File: src/rtl/mem_pkg.sv
// Shared types for the instruction/data memory arbiter and the memory itself.
package mem_pkg;

  // Which requester owns a memory access (and therefore its response).
  typedef enum logic {
    OWNER_IF   = 1'b0,
    OWNER_DATA = 1'b1
  } mem_owner_e;

  // Core address of the instruction memory; fetch PCs are rebased against it.
  localparam logic [31:0] IMEM_BASE_DEFAULT = 32'h8000_0000;

  // Native bus geometry of the shared memory.
  localparam int MEM_DATA_W = 32;
  localparam int MEM_ADDR_W = 32;
  localparam int MEM_MASK_W = MEM_DATA_W / 8;

  // One memory access as presented to the memory.
  typedef struct packed {
    logic                  we;
    logic [MEM_MASK_W-1:0] mask;
    logic [MEM_ADDR_W-1:0] addr;
    logic [MEM_DATA_W-1:0] wdata;
  } mem_req_t;

endpackage : mem_pkg

File: src/rtl/mem_arbiter_starve_counter.sv
// Saturating counter of consecutive denied fetch cycles.
// o_sat tells the arbiter that fetch must win the next contested cycle.
module starve_counter #(
  parameter  int LIMIT = 4,
  localparam int CW    = (LIMIT > 0) ? $clog2(LIMIT + 1) : 1
) (
  input  logic          clk,
  input  logic          arst_n,
  input  logic          i_inc,
  input  logic          i_clr,
  output logic          o_sat,
  output logic [CW-1:0] o_cnt
);

  logic [CW-1:0] r_cnt;
  logic          w_at_limit;

  assign w_at_limit = (r_cnt == CW'(LIMIT));

  // Clear has priority; otherwise count up and hold at the limit.
  always_ff @(posedge clk or negedge arst_n) begin
    if (!arst_n) begin
      r_cnt <= '0;
    end else if (i_clr) begin
      r_cnt <= '0;
    end else if (i_inc && !w_at_limit) begin
      r_cnt <= r_cnt + CW'(1);
    end
  end

  // With LIMIT = 0 the counter is permanently saturated, so fetch always wins.
  assign o_sat = w_at_limit;
  assign o_cnt = r_cnt;

endmodule : starve_counter

File: src/rtl/mem_arbiter.sv
// Arbiter for the shared instruction/data memory.
// Handshake: a requester raises req and holds req plus all of its fields
// stable until the cycle in which it sees its gnt; gnt is combinational and
// means the access was taken by memory this cycle. Exactly one cycle later the
// matching rvalid pulses with mem_rdata (for writes it is a completion). There
// is no backpressure on responses.
module mem_arbiter
  import mem_pkg::*;
#(
  parameter  int          DATA_WIDTH   = MEM_DATA_W,
  parameter  int          ADDR_WIDTH   = MEM_ADDR_W,
  localparam int          MASK_SIZE    = DATA_WIDTH / 8,
  parameter  logic [31:0] IMEM_BASE    = IMEM_BASE_DEFAULT,
  parameter  int          STARVE_LIMIT = 4
) (
  input  logic                  clk,
  input  logic                  arst_n,
  // fetch port (read only)
  input  logic                  if_req,
  input  logic [ADDR_WIDTH-1:0] if_addr,
  output logic                  if_gnt,
  output logic                  if_rvalid,
  output logic [DATA_WIDTH-1:0] if_rdata,
  // load/store port
  input  logic                  d_req,
  input  logic                  d_we,
  input  logic [MASK_SIZE-1:0]  d_mask,
  input  logic [ADDR_WIDTH-1:0] d_addr,
  input  logic [DATA_WIDTH-1:0] d_wdata,
  output logic                  d_gnt,
  output logic                  d_rvalid,
  output logic [DATA_WIDTH-1:0] d_rdata,
  // memory port
  output logic                  mem_req,
  output logic                  mem_we,
  output logic [MASK_SIZE-1:0]  mem_mask,
  output logic [ADDR_WIDTH-1:0] mem_addr,
  output logic [DATA_WIDTH-1:0] mem_wdata,
  input  logic                  mem_gnt,
  input  logic [DATA_WIDTH-1:0] mem_rdata
);

  localparam int SCW = (STARVE_LIMIT > 0) ? $clog2(STARVE_LIMIT + 1) : 1;

  logic       w_starve_sat;
  logic [SCW-1:0] w_starve_cnt;
  logic       w_starve_inc;
  logic       w_d_wins;
  logic       w_sel_valid;
  mem_owner_e w_sel_owner;
  mem_req_t   w_mem;

  logic       r_rsp_valid;
  mem_owner_e r_rsp_owner;

  // Data has priority unless fetch has been starved up to the limit.
  assign w_d_wins = d_req && !(if_req && w_starve_sat);

  // Pick the owner and build the memory access from its fields.
  always_comb begin
    w_sel_valid = 1'b0;
    w_sel_owner = OWNER_IF;
    w_mem       = '0;
    if (w_d_wins) begin
      w_sel_valid = 1'b1;
      w_sel_owner = OWNER_DATA;
      w_mem.we    = d_we;
      w_mem.mask  = d_mask;
      w_mem.addr  = d_addr;
      w_mem.wdata = d_wdata;
    end else if (if_req) begin
      w_sel_valid = 1'b1;
      w_sel_owner = OWNER_IF;
      w_mem.we    = 1'b0;
      w_mem.mask  = '1;
      // Rebasing wraps modulo 2^ADDR_WIDTH; PCs below the base are legal.
      w_mem.addr  = if_addr - ADDR_WIDTH'(IMEM_BASE);
      w_mem.wdata = '0;
    end
  end

  assign mem_req   = if_req | d_req;
  assign mem_we    = w_mem.we;
  assign mem_mask  = w_mem.mask;
  assign mem_addr  = w_mem.addr;
  assign mem_wdata = w_mem.wdata;

  assign if_gnt = w_sel_valid && (w_sel_owner == OWNER_IF)   && mem_gnt;
  assign d_gnt  = w_sel_valid && (w_sel_owner == OWNER_DATA) && mem_gnt;

  // A memory stall counts as a denial for fetch, just like losing to data.
  assign w_starve_inc = if_req && !if_gnt;

  starve_counter #(
    .LIMIT (STARVE_LIMIT)
  ) u_starve_counter (
    .clk    (clk),
    .arst_n (arst_n),
    .i_inc  (w_starve_inc),
    .i_clr  (!w_starve_inc),
    .o_sat  (w_starve_sat),
    .o_cnt  (w_starve_cnt)
  );

  // Track who owns the access in flight so its response is routed back.
  always_ff @(posedge clk or negedge arst_n) begin
    if (!arst_n) begin
      r_rsp_valid <= 1'b0;
      r_rsp_owner <= OWNER_IF;
    end else begin
      r_rsp_valid <= mem_req && mem_gnt;
      r_rsp_owner <= w_sel_owner;
    end
  end

  assign if_rvalid = r_rsp_valid && (r_rsp_owner == OWNER_IF);
  assign d_rvalid  = r_rsp_valid && (r_rsp_owner == OWNER_DATA);
  assign if_rdata  = mem_rdata;
  assign d_rdata   = mem_rdata;

endmodule : mem_arbiter

File: config.mk
export PLATFORM = sky130hd
export DESIGN_NAME = mem_arbiter
export DESIGN_NICKNAME = d
export VERILOG_FILES = /design/src/rtl/mem_pkg.sv /design/src/rtl/mem_arbiter_starve_counter.sv /design/src/rtl/mem_arbiter.sv
export SDC_FILE = /design/constraint.sdc
export NUM_CORES = 1
export LEC_CHECK = 0
export ABC_AREA = 1
export BUFFER_PORTS_ARGS = -buffer_cell sky130_fd_sc_hd__buf_2
export CORE_AREA = 8 8 102 104
export DETAILED_ROUTE_END_ITERATION = 8
export DIE_AREA = 0 0 110 112
export PLACE_DENSITY_LB_ADDON = 0.1
export SLEW_MARGIN = 0
export SYNTH_ARGS = -nofsm -noshare
export SYNTH_HDL_FRONTEND = slang
export SYNTH_HIERARCHICAL = 1
export SYNTH_SLANG_ARGS = --single-unit
export TNS_END_PERCENT = 20
File: constraint.sdc
create_clock -name clk -period 1.7 [get_ports clk]
set_input_delay 0.34 -clock clk [delete_from_list [all_inputs] [get_ports clk]]
set_output_delay 0.34 -clock clk [all_outputs]
set_load 0.01 [all_outputs]
== After elaboration in Yosys (flattened, before gate mapping) ==
Index checks and enable logic that the tools add are counted.

* $add $sub $neg: 2
* Multiply operators: 0
* Divide/modulo/power cells: 0
* $lt $le $gt $ge: 0
* Equal/unequal tests: 2
* Shifts and indexed selects: 0
* Mux-type cells: 7
* Bitwise logic cells: 3
* Reduce and logical (&&, ||, !) cells: 14

{| class="wikitable"
|+ Operator list
! cell !! number
|-
| $mux 69 || 1
|-
| $mux 68 || 1
|-
| $sub 32x32->32 const B || 1
|-
| $logic_and 1x1->1 || 11
|-
| $mux 3 || 2
|-
| $add 3x1->3 const B || 1
|-
| $eq 3x3->1 const B || 1
|-
| $logic_not 1->1 || 3
|-
| $mux 1 || 3
|-
| $ne 2x2->1 const B || 1
|-
| $not 1->1 || 2
|-
| $or 1x1->1 || 1
|}

* Register bits after elaboration: 5
* Bits in latches: 0
* RAM bits: 0
* ROM bits: 0
* Input port bits: 138
* Word-level logic and storage cells: 31
* Memories kept: 0

== Depth between registers and ports, before layout ==
* Word-level depth: 13
* Depth in mapped cells: 13

== By module ==
The synthesis kept the hierarchy.

{| class="wikitable"
|+ Modules (own cells, without submodules)
! module !! times used !! cells each !! area each (um2) !! sequential area each (um2)
|-
| mem_arbiter || 1 || 273 || 1456.4 || 50.0
|-
| starve_counter || 1 || 25 || 185.2 || 75.1
|}

== Least setup slack after synthesis ==
No wires, ideal clock.

* Kind: reg-to-reg
* Start: register u_starve_counter.r_cnt[0], in the netlist u_starve_counter/o_cnt[0]
* End: register u_starve_counter.r_cnt[2], in the netlist u_starve_counter/o_cnt[2]
* Setup time: 0.117 ns
* Data arrival time: 1.556 ns
* Slack: 0.028 ns
* Stages on the path, launching flop included: 14
* Cell sequence: dfrtp_1 > inv_1 > ha_1 > nand2_2 > inv_1 > nand2_8 > nand2_4 > buf_4 > a21oi_1 > nand2_1 > inv_1 > nand2_1 > nand2_1 > nor2_1

* Longest elaborated chain between the ends: 12
* Elaborated cells on any way between the ends: 17
* Classes of those cells: add/sub (1); eq/ne (2); mux (4); bitwise (1); reduce/logical (9)

{| class="wikitable"
|+ RTL lines
! item !! RTL line !! source
|-
| start, declared || mem_arbiter_starve_counter.sv:15 || <nowiki>logic [CW-1:0] r_cnt;</nowiki>
|-
| start signal, assigned || mem_arbiter_starve_counter.sv:27 || <nowiki>r_cnt <= r_cnt + CW'(1);</nowiki>
|-
| $eq 3x3->1 * || mem_arbiter_starve_counter.sv:18 || <nowiki>assign w_at_limit = (r_cnt == CW'(LIMIT));</nowiki>
|-
| net w_starve_sat || mem_arbiter.sv:45 || <nowiki>logic w_starve_sat;</nowiki>
|-
| $logic_and 1x1->1 * || mem_arbiter.sv:57 || <nowiki>assign w_d_wins = d_req && !(if_req && w_starve_sat);</nowiki>
|-
| $logic_not 1->1 * || mem_arbiter.sv:57 ||
|-
| $logic_and 1x1->1 * || mem_arbiter.sv:57 ||
|-
| $mux 1 || mem_arbiter.sv:64 || <nowiki>if (w_d_wins) begin</nowiki>
|-
| $not 1->1 || mem_arbiter.sv:88 || <nowiki>assign if_gnt = w_sel_valid && (w_sel_owner == OWNER_IF) && mem_gnt;</nowiki>
|-
| $logic_and 1x1->1 * (2 in a row) || mem_arbiter.sv:88 ||
|-
| $logic_not 1->1 * || mem_arbiter.sv:92 || <nowiki>assign w_starve_inc = if_req && !if_gnt;</nowiki>
|-
| $logic_and 1x1->1 * || mem_arbiter.sv:92 ||
|-
| net w_starve_inc || mem_arbiter.sv:47 || <nowiki>logic w_starve_inc;</nowiki>
|-
| $logic_and 1x1->1 || mem_arbiter_starve_counter.sv:26 || <nowiki>end else if (i_inc && !w_at_limit) begin</nowiki>
|-
| $ne 2x2->1 (no source line) || -- ||
|}

Mark *: on every way through the listed nets, which the timed path passes. The rest lies on a longest branch. The select of a mux whose other input is x is not followed.
A chain may end at the register's enable or synchronous reset.

== Final worst setup path ==
* Start: register u_starve_counter.r_cnt[0], in the netlist u_starve_counter/o_cnt[0]
* End: output mem_wdata[21]

* Longest elaborated chain between the ends: 5

{| class="wikitable"
|+ RTL lines
! item !! RTL line !! source
|-
| $eq 3x3->1 || mem_arbiter_starve_counter.sv:18 ||
|-
| net w_starve_sat || mem_arbiter.sv:45 ||
|-
| $logic_and 1x1->1 || mem_arbiter.sv:57 ||
|-
| $logic_not 1->1 || mem_arbiter.sv:57 ||
|-
| $logic_and 1x1->1 || mem_arbiter.sv:57 ||
|-
| $mux 69 || mem_arbiter.sv:64 ||
|-
| end, declared || mem_arbiter.sv:38 || <nowiki>output logic [DATA_WIDTH-1:0] mem_wdata,</nowiki>
|}

The timed path passes the listed nets, and every way through them passes these cells.

==> results.md <==
- Power consumption: 1.03 mW
- Max Cap Viol: 0
- Post-synth EDFFs: 0
- Nets: 566
- Vias: 2209
- Least-Margin Pin Slew: 304 ps
- CP Capture Type: primary output
- Ant diodes: 0
- Number of synthesized register bits: 5
- Avg Cell Area, Syn: 5.51 µm²
- Number of global-route vias before repair: approximately 2.3k
- CTS root buf: clkbuf_8
- H-tree Lvls: 1
- Synth Flop Type: dfrtp_1
- Die width: 110 µm
- Post-Syn Area: 1640 µm²
- Hold slack: 416 ps
- Num CTS Buffers: 3
- Pwr Density: roughly 360 nW/µm²
- Yosys top cell area share: 30.6%
- RR Startpoint: u_starve_counter/o_cnt[0]$_DFFE_PN0P_
- Reg2Reg Setup Slack: 110 ps
- Routability cong.: 0.744
- Number of buffers added on ports: 179
- Max_slew headroom: between 70 and 80%
- Clock Skew: 0.511 ps
- Clock sink count: 5
- Worst Path Required: 1360 ps
- Post-synth top cells: buf_4, nand3_1, nand2_1
- Worst hold path depth: 3
- Starting density of the core: 18.5%
- Filler instances: 989
- Core ar.: a little under 9000 µm²
- Post-route ant nets: 0
- WL final: 8150 µm
- Unrepaired setup endpoints after global routing: yes
- Sequential element share of the synthesized area: 7.62%
- Vias/cell: just over 4
- Hold/Removal Path Class: input pin to register
- Post-synth top area cell: buf_4
- Reg2reg path depth: 13
- CTS Buffer Depth: 2
- Final hold vios: 0
- First-pass GRT wire length: 11800 µm
- Half-perimeter wire length after placement: 6510 µm
- Die Y-Extent: 112 µm
- FF-to-FF End: u_starve_counter/o_cnt[2]$_DFFE_PN0P_
- Skew-Pair Late Insertion Delay: about 220 ps
- CP Data Arrival Time: about 1600 ps
- Count leader, synth: buf_4
- Failing checks: setup timing
- Hold path start: mem_gnt
- Worst IR drop on VDD: roughly 0.00023 V
- Average wire per standard cell: 15.2 µm
- Final Instance Area: 2870 µm²
- Fmax: between 500 and 600 MHz
- Syn. warnings: 6
- Status: complete, but fails checks
- Ys async rst share: between 90% and 100%
- CTS tree: yes
- Largest net degree at the start of global routing: 24
- Grt ovf: 0
- Setup Viol. Count Final: 71
- Post-DP Area: 2280 µm²
- Post-synth net total: 438
- Critical path launch point type: register
- M1 GR Usage: 12.2%
- Setup ws final: -214 ps
- Cells after synthesis: 298
- Leak Pwr: between 1.5 and 2 nW
- Crit Path Category: register to primary output
- GRT busiest layer: met2
- 1st-iter DRT viols: 106
- Ports: 276
- Initial antenna violation count: 1
- Max-slew violation count: 0
- Finished Core Util: 32.2%
- Area grow syn2layout: 74.6%
- Ranking of synthesized cells by area: buf_4, nand3_1, nand2_1, inv_1, nor2_1
- Met3 Usage GRT: between 3 and 4%
- Clock Pin Slew Worst Setup and Hold Paths: 30 ps
- DRC Markers: 0
- Minimum clock period: between 1500 and 2000 ps
- CP Max Fanout: 8
- Layout cells sized above 1: 60.5%
- Library cells used by synthesis: 15
- Final period util: 113%
- Drt pass-1 iters: 4
- Grt met2 use: between 20% and 30%
- All-Layer GR Usage: 12.1%
- # rows: 35
- Die ar.: 12300 µm²
- Worst hold endpoint: r_rsp_valid$_DFF_PN0_
==> report_power, final <==
group          leakage (nW)  internal, mW  switching [mW]  total, mW
clock                0.0228         0.160          0.0525      0.213
combinational          1.67         0.349           0.335      0.684
sequential           0.0649         0.126         0.00335      0.129
==> cell families (layout without fill, tap and decap cells) <==
group / after synthesis / count (layout) / share of synthesized area, %
buffers and inverters: 128 / 254 / 46.5
DFF: 5 / 5 / 7.62
adders and majority gates: 2 / 2 / 1.52
and+or+nand+nor: 161 / 162 / 43.8
AOI/OAI and AO/OA: 2 / 2 / 0.610
==> worst max path at each step <==
stage | start | end | slack [ps]
final | u_starve_counter/o_cnt[0]$_DFFE_PN0P_ | mem_wdata[21] | -210
after global routing | u_starve_counter/o_cnt[0]$_DFFE_PN0P_ | mem_wdata[20] | -300
after CTS | u_starve_counter/o_cnt[0]$_DFFE_PN0P_ | mem_wdata[9] | -260
after detailed placement | u_starve_counter/o_cnt[0]$_DFFE_PN0P_ | mem_mask[0] | -120
after global placement | u_starve_counter/o_cnt[0]$_DFFE_PN0P_ | mem_mask[0] | -110
after floorplan | u_starve_counter/o_cnt[0]$_DFFE_PN0P_ | u_starve_counter/o_cnt[2]$_DFFE_PN0P_ | 30
==> flip-flops by register name, indices dropped and copies added, names as in the netlist <==
| signal | cells |
|---|---|
| u_starve_counter/o_cnt | 3 |
| r_rsp_owner | 1 |
| r_rsp_valid | 1 |
==> layout make-up <==
cell class	count	area, µm²	area share (%)
Clock buffer	4	45.0	1.57
Inverter	46	178	6.20
Multi-Input combinational cell	166	998	34.8
Sequential cell	5	125	4.36
Tap cell	111	139	4.85
Timing Repair Buffer	204	1380	48.2
==> repair_timing <==
action / CTS / global route
gates cloned: 4 / 2
pin swaps: 5 / 11
setup buffers: 3 / 1
gates resized for setup: 38 / 55
hold buffers: 1 / 0
setup endpoints to repair: 74 / 74
endpoints found under the hold margin: 5 / 0
==> cell usage in the layout, fill, tap and decap left out <==
cell type / Yosys / layout
dfrtp_1: 5 / 5
inv_1: 45 / 41
a21oi_1: 2 / 1
buf_2: 13 / 157
clkbuf_1: 0 / 1
nand4_1: 2 / 2
nand3_2: 0 / 6
nand3_4: 0 / 2
a21oi_2: 0 / 1
nand2_4: 1 / 1
nor2_2: 0 / 13
ha_4: 0 / 1
nand2_1: 51 / 44
inv_2: 1 / 3
nor2_4: 0 / 12
buf_16: 0 / 2
nand3_1: 66 / 58
buf_4: 67 / 13
dlygate4sd3_1: 0 / 1
ha_1: 2 / 1
buf_6: 2 / 22
inv_4: 0 / 2
nand2_8: 1 / 3
nand2_2: 1 / 7
nor2_1: 39 / 14
clkbuf_8: 0 / 3
clkbuf_16: 0 / 1
buf_12: 0 / 8
==> per-stage QoR <==
step,std cells,TNS (ps),setup WS (ps)
4_1_cts,535,-16490,-260
3_5_place_dp,523,-3510,-117
5_1_grt,536,-16600,-297
2_1_floorplan,298,0,27.5
6_report,536,-10340,-214
3_3_place_gp,523,-3520,-108
==> critical path, stage by stage (launching register included) <==
cell and delay, ps:
dfrtp_1 340, inv_2 60, ha_4 160, nand2_4 60, inv_4 40, nand2_8 80, nand2_8 90, buf_12 150
buf_12 140, nor2_1 80, buf_2 130
==> layer usage <==
metal  share of wire (%)  wire length, µm
met5                0.16               13
met4                 1.8              143
met3                  11              889
met2                  52             4230
met1                  35             2870
Note: power is estimated with default switching activity, not from simulation.
